--- src/rtl/weight_bus_pkg.sv ---
// Shared weight-bus widths and the loader state encoding.
// PE-side address decoders import the same widths so both ends of the bus agree.
package weight_bus_pkg;

  localparam int WEIGHT_DATA_WIDTH = 16;
  localparam int WEIGHT_ADDR_WIDTH = 32;

  typedef enum logic [1:0] {
    ST_IDLE = 2'd0,
    ST_LOAD = 2'd1,
    ST_DONE = 2'd2
  } loader_state_t;

  // Address of word `idx` in a load based at `base`; wraps silently at 2^32.
  function automatic logic [WEIGHT_ADDR_WIDTH-1:0] weight_addr(
    input logic [WEIGHT_ADDR_WIDTH-1:0] base,
    input logic [WEIGHT_ADDR_WIDTH-1:0] idx
  );
    return base + idx;
  endfunction

endpackage

--- src/rtl/weight_stream_loader.sv ---
// Writer side of the broadcast weight bus: after a start pulse, turns a valid/ready host
// word stream into NUM_WORDS single-cycle writes at consecutive addresses from START_ADDR.
module weight_stream_loader
  import weight_bus_pkg::*;
#(
  parameter logic [WEIGHT_ADDR_WIDTH-1:0] START_ADDR = 32'd0,
  parameter int NUM_WORDS = 1024,
  parameter int WR_GAP    = 0
) (
  input  logic                               clk,
  input  logic                               rst,
  input  logic                               start,
  input  logic [WEIGHT_DATA_WIDTH-1:0]       s_data,
  input  logic                               s_valid,
  output logic                               s_ready,
  output logic [WEIGHT_DATA_WIDTH-1:0]       weight_wr_data,
  output logic [WEIGHT_ADDR_WIDTH-1:0]       weight_wr_addr,
  output logic                               weight_wr_en,
  output logic                               busy,
  output logic                               done,
  output logic [$clog2(NUM_WORDS+1)-1:0]     wr_count
);

  localparam int CNT_W = $clog2(NUM_WORDS + 1);
  localparam int GAP_W = (WR_GAP > 0) ? $clog2(WR_GAP + 1) : 1;

  localparam logic [CNT_W-1:0] LAST_IDX   = CNT_W'(NUM_WORDS - 1);
  localparam logic [CNT_W-1:0] WORD_LIMIT = CNT_W'(NUM_WORDS);
  localparam logic [CNT_W-1:0] CNT_ONE    = CNT_W'(1);
  localparam logic [GAP_W-1:0] GAP_RELOAD = GAP_W'(WR_GAP);
  localparam logic [GAP_W-1:0] GAP_ONE    = GAP_W'(1);

  loader_state_t state_r;
  loader_state_t state_next_s;

  logic [CNT_W-1:0]             word_cnt_r;
  logic [CNT_W-1:0]             word_next_s;
  logic [GAP_W-1:0]             gap_cnt_r;
  logic [GAP_W-1:0]             gap_next_s;
  logic                         ready_r;
  logic                         ready_next_s;
  logic                         xfer_s;
  logic                         last_s;
  logic [WEIGHT_DATA_WIDTH-1:0] data_r;
  logic [WEIGHT_ADDR_WIDTH-1:0] addr_r;
  logic                         wr_en_r;
  logic                         busy_r;
  logic                         done_r;

  // Next-state, counter and handshake decode.
  always_comb begin
    state_next_s = state_r;
    word_next_s  = word_cnt_r;
    gap_next_s   = gap_cnt_r;
    ready_next_s = 1'b0;
    xfer_s       = (state_r == ST_LOAD) && s_valid && ready_r;
    last_s       = xfer_s && (word_cnt_r == LAST_IDX);

    if (gap_cnt_r != '0) begin
      gap_next_s = gap_cnt_r - GAP_ONE;
    end else begin
      gap_next_s = gap_cnt_r;
    end

    case (state_r)
      ST_IDLE: begin
        if (start) begin
          state_next_s = ST_LOAD;
          word_next_s  = '0;
        end else begin
          state_next_s = ST_IDLE;
        end
      end
      ST_LOAD: begin
        if (xfer_s) begin
          word_next_s = word_cnt_r + CNT_ONE;
          gap_next_s  = GAP_RELOAD;
        end else begin
          word_next_s = word_cnt_r;
        end
        if (last_s) begin
          state_next_s = ST_DONE;
        end else begin
          state_next_s = ST_LOAD;
        end
      end
      ST_DONE: begin
        state_next_s = ST_IDLE;
      end
      default: begin
        state_next_s = ST_IDLE;
      end
    endcase

    // s_ready is registered, so it is computed from the state we are about to enter.
    ready_next_s = (state_next_s == ST_LOAD) && (gap_next_s == '0) && (word_next_s < WORD_LIMIT);
  end

  // FSM state register.
  always_ff @(posedge clk) begin
    if (rst) begin
      state_r <= ST_IDLE;
    end else begin
      state_r <= state_next_s;
    end
  end

  // Counters and registered bus outputs; data/address hold while no write is issued.
  always_ff @(posedge clk) begin
    if (rst) begin
      word_cnt_r <= '0;
      gap_cnt_r  <= '0;
      ready_r    <= 1'b0;
      data_r     <= '0;
      addr_r     <= '0;
      wr_en_r    <= 1'b0;
      busy_r     <= 1'b0;
      done_r     <= 1'b0;
    end else begin
      word_cnt_r <= word_next_s;
      gap_cnt_r  <= gap_next_s;
      ready_r    <= ready_next_s;
      wr_en_r    <= xfer_s;
      done_r     <= last_s;
      busy_r     <= (state_next_s != ST_IDLE);
      if (xfer_s) begin
        data_r <= s_data;
        addr_r <= weight_addr(START_ADDR, WEIGHT_ADDR_WIDTH'(word_cnt_r));
      end else begin
        data_r <= data_r;
        addr_r <= addr_r;
      end
    end
  end

  assign s_ready        = ready_r;
  assign weight_wr_data = data_r;
  assign weight_wr_addr = addr_r;
  assign weight_wr_en   = wr_en_r;
  assign busy           = busy_r;
  assign done           = done_r;
  assign wr_count       = word_cnt_r;

endmodule

--- config.mk ---
export PLATFORM = sky130hd
export DESIGN_NAME = weight_stream_loader
export DESIGN_NICKNAME = d
export VERILOG_FILES = /design/src/rtl/weight_bus_pkg.sv /design/src/rtl/weight_stream_loader.sv
export SDC_FILE = /design/constraint.sdc
export NUM_CORES = 1
export LEC_CHECK = 0
export CAP_MARGIN = 15
export CORE_ASPECT_RATIO = 0.9
export CORE_MARGIN = 2
export CORE_UTILIZATION = 44
export CTS_CLUSTER_SIZE = 40
export DETAILED_ROUTE_END_ITERATION = 10
export PLACE_DENSITY = 0.95
export SLEW_MARGIN = 20
export SYNTH_ARGS = -nofsm -noshare
export SYNTH_HDL_FRONTEND = slang
export SYNTH_SLANG_ARGS = --single-unit
--- constraint.sdc ---
create_clock -name clk -period 2.7 [get_ports clk]
set_input_delay 0.405 -clock clk [delete_from_list [all_inputs] [get_ports clk]]
set_output_delay 0.405 -clock clk [all_outputs]
set_load 0.01 [all_outputs]
Yosys cells after proc, flatten, opt, wreduce, memory -nomap -nowiden --
Index checks and enable logic that the tools add are counted.
Storage, ports and cells: register bits after elaboration 45, latch bits 0, memory bits (writable) 0, bits in read-only memories 0, bits of input ports 20, output and inout bits 63, word-level logic and storage cells 32, memories kept 0
Cells by class: add/subtract/negate cells 2, $mul 0, div/mod/pow operators 0, magnitude comparators 1, eq/ne operators 3, shift-type cells 0, muxes and demuxes 9, bitwise logic cells 1, reduce and logical (&&, ||, !) cells 7
Operators by type and width (number):
- 2-to-1 mux 11 bit | 2
- case mux 11 bit (2 select lines) | 1
- adder 11 x 1 -> 11 bit, second input constant | 1
- == test 11 x 10 -> 1 bit, second input constant | 1
- less-than comparator 11 bit, second input constant | 1
- logical AND 1 bit | 5
- == test 2 x 1 -> 1 bit, second input constant | 2
- 2-to-1 mux 1 bit | 4
- case mux 2 bit (2 select lines) | 1
- logical NOT 2 bit | 1
- 2-to-1 mux 2 bit | 1
- nonzero test 2 bit | 1
- inverter 1 bit | 1
- subtractor 1 bit, second input constant | 1

Depth between registers and ports, before layout --
depth in word-level cells 9, gate-level depth with buffers 5

Worst setup path before layout --
OpenSTA, ideal clock, no wires.
path kind register -> register, start point register word_cnt_r[3] (netlist: wr_count[3]), end point register ready_r (netlist: s_ready), arrival 1.511 ns, slack 1.074 ns, stages on the path, launching flop included 6, period minus slack after synthesis 1.626 ns, path through dfxtp_1 > clkbuf_2 > and4_1 > nand3_1 > or4_4 > and3_1
Between the ends: longest elaborated chain between the ends 7
Ends and longest elaborated chain:
- start, declared | line weight_stream_loader.sv:36 | logic [CNT_W-1:0] word_cnt_r;
- start signal, assigned | line weight_stream_loader.sv:120 | word_cnt_r <= word_next_s;
- branches (longest 6 deep; another with adder 11 x 1 -> 11 bit)
- logical AND 1 bit * | line weight_stream_loader.sv:96 | ready_next_s = (state_next_s == ST_LOAD) && (gap_next_s == '0) && (word_next_s < WORD_LIMIT);
- end signal, assigned | line weight_stream_loader.sv:122 | ready_r <= ready_next_s;
- end, declared | line weight_stream_loader.sv:40 | logic ready_r;
Mark *: on every way between the ends. A chain may end at the register's enable or synchronous reset.

Worst setup path after layout --
start point input port start, end point register word_cnt_r[9] (netlist: wr_count[9])
Between the ends: longest elaborated chain between the ends 2
Ends and longest elaborated chain:
- start, declared | line weight_stream_loader.sv:12 | input logic start,
- 2-to-1 mux 11 bit | line weight_stream_loader.sv:67 | if (start) begin
- case mux 11 bit (2 select lines) | line weight_stream_loader.sv:65 | case (state_r)
Every way passes these cells.

==> results.json <==
{
  "post_cts_resized": 0,
  "syn_area_per_cell_sq_um": 8.20,
  "n_antenna_cell": 0,
  "maxCapViolations": 0,
  "drt-initial-drc-count": 86,
  "synth_top_area_share_pct": 48.9,
  "wl_per_cell_um": 12.6,
  "synth_cells": 220,
  "synth_seq_cells": 44,
  "core_area_sq_um": 4020,
  "synth-compound-area-share_pct": 12.5,
  "hp-class": "register to register",
  "async_reset_ff_share_pct": 0,
  "h-tree-depth": 2,
  "clk_path_buf_depth": 2,
  "final_util_pct": 61.2,
  "antenna_found_initial": 0,
  "synth-main-ff-cell": "dfxtp_1",
  "slew_viol_final": 0,
  "avgViaCountPerCell": 5.06,
  "end_kind": "register",
  "critical_path_class": "input port to register",
  "cts_tree": "yes",
  "period_minus_slack_ps": 1910,
  "track_usage_pct": 18.1,
  "io_pins": 83,
  "clk_latency_ps": 290,
  "power.density_nw_per_um2": 486,
  "core.rowCount": 22,
  "status": "finished, final reports clean",
  "cts.sinks": 44,
  "yosys.area_share.simple_pct": 23.2,
  "die_y_um": 64.7,
  "ys.warnings.count": 0,
  "portBuffers": 61,
  "dpl_worst_slack_ps": 496,
  "path_clk_slew_ps": 80,
  "drtAntennaViolNets": 0,
  "cts_root_buffer": "clkbuf_8",
  "area_growth_pct": 36.4,
  "grt_start_max_net_pins": 31,
  "skew_ps": 12.9,
  "synth_top_family_by_area": "simple AND/OR/NAND/NOR gates",
  "synth_fa_ha_area_share_pct": 0.694,
  "dieArea_sq_um": 4630,
  "gp_congestion": 0.821,
  "first_pass_iters": 5,
  "synth-edff-count": 0,
  "post-synth-top-count-cell": "nand2_1",
  "drive_above_1_share_pct": 5.05,
  "grt_pass1_vias": 1480,
  "finalSetupViolations": 0,
  "clock.fmax_ghz": 0.522,
  "fin_total_pwr_mw": 1.19,
  "route.detailed.drc": 0,
  "grt_pass1_wl_mm": 6.76,
  "rsz0062_at_grt": "false",
  "stdcell_area_sq_um": 2460,
  "setup_slack_ps": 785,
  "startpoint_type": "input port",
  "cts-buffers-inserted": 5,
  "fill_cells": 343,
  "crit_fanout": 5,
  "dp_hpwl_mm": 2.96,
  "synth_top_cell_by_area": "dfxtp_1",
  "leakage_nw": 0.863,
  "post_cts_buffers": 0,
  "netlist_top_cells_count": "nand2_1 (58), dfxtp_1 (44), a21oi_1 (31), buf_4 (21), nor2_1 (15)",
  "grt_overflow_total": 0,
  "syn_area_sq_um": 1800,
  "synth_mux_area_share_pct": 0,
  "critPathArrivalTime_ps": 2140,
  "die_w_um": 71.5,
  "setup-tns-final_ps": 0,
  "synthDistinctLibCells": 32,
  "final_nets": 298,
  "synth_area_leaders": "dfxtp_1 (49%), nand2_1 (12%), buf_4 (8.7%), a21oi_1 (8.6%), nor2_1 (3.1%)",
  "ys_seq_area_share_pct": 48.9,
  "vias": 1644,
  "irDropWorstVdd_mv": 0.351,
  "synth-xor-area-share_pct": 2.91,
  "finalHoldViolations": 0,
  "drt_wl_total_mm": 4.11,
  "start_util_pct": 44.9,
  "finalCritPeriodShare_pct": 70.9,
  "cts_hold_buf": 0,
  "critPathRequiredTime_ps": 2930,
  "place_area_sq_um": 2360
}
## cell families after synthesis
group / after synthesis
xor+xnor: 6
simple gates: 93
buf+inv: 34
fa+ha+maj: 1
flops: 44
other cells: 1
compound gates: 41
## placed cells by master, fill, tap and decap left out, drive strengths merged, types with 4 or more instances in the layout
master	instances
or4	4
a21oi	31
nand3	6
clkdlybuf4s50	61
dfxtp	44
nor2	15
xnor2	4
clkbuf	7
conb	21
nand2	58
## layer usage
metal,vias to the layer above,track usage [%],routed length (um)
met1,766,22.5,1670
met3,2,6.07,340
met4,0,4.25,22
li1,797,-,-
met5,-,0,0
met2,79,30.4,2080
## cell type report
type                       count  area, sq um  share of cell area [%]
tap                           48         60.1                    2.44
timing repair buffer          64          633                    25.8
multi-input combinational    162          788                    32.1
clock buffer                   7         96.3                    3.92
sequential                    44          881                    35.8
## per-stage QoR
step | std cells | hold WS [ps]
5_1_grt | 325 | 478
6_report | 325 | 454
3_3_place_gp | 318 | 441
2_1_floorplan | 240 | 462
3_5_place_dp | 318 | 449
4_1_cts | 325 | 458
## worst paths after layout
path                        end  slack (ps)  cells after the start                from
max                 wr_count[9]         790                      5               start
min          weight_wr_data[11]         450                      2  weight_wr_data[11]
min reg2reg  weight_wr_data[11]         450                      2  weight_wr_data[11]
max reg2reg             s_ready         920                      4         wr_count[3]
## registers in the layout, summed over array words and instances (netlist names)
name and cells:
weight_wr_data 16, weight_wr_addr 11, wr_count 11, state_r 2
busy 1, done 1, s_ready 1, weight_wr_en 1
## power by group
group,switching [mW],total (mW),leakage [nW],internal [mW]
registers,0.00645,0.665,0.356,0.658
clock network,0.199,0.427,0.0503,0.228
logic,0.0544,0.103,0.456,0.0482
## worst max-delay path: stages
cell and delay [ps]:
clkdlybuf4s50_1 490, nor3b_1 390, nor2_1 190, or4_1 530
a21oi_1 140
Note: power is estimated with default switching activity, not from simulation.
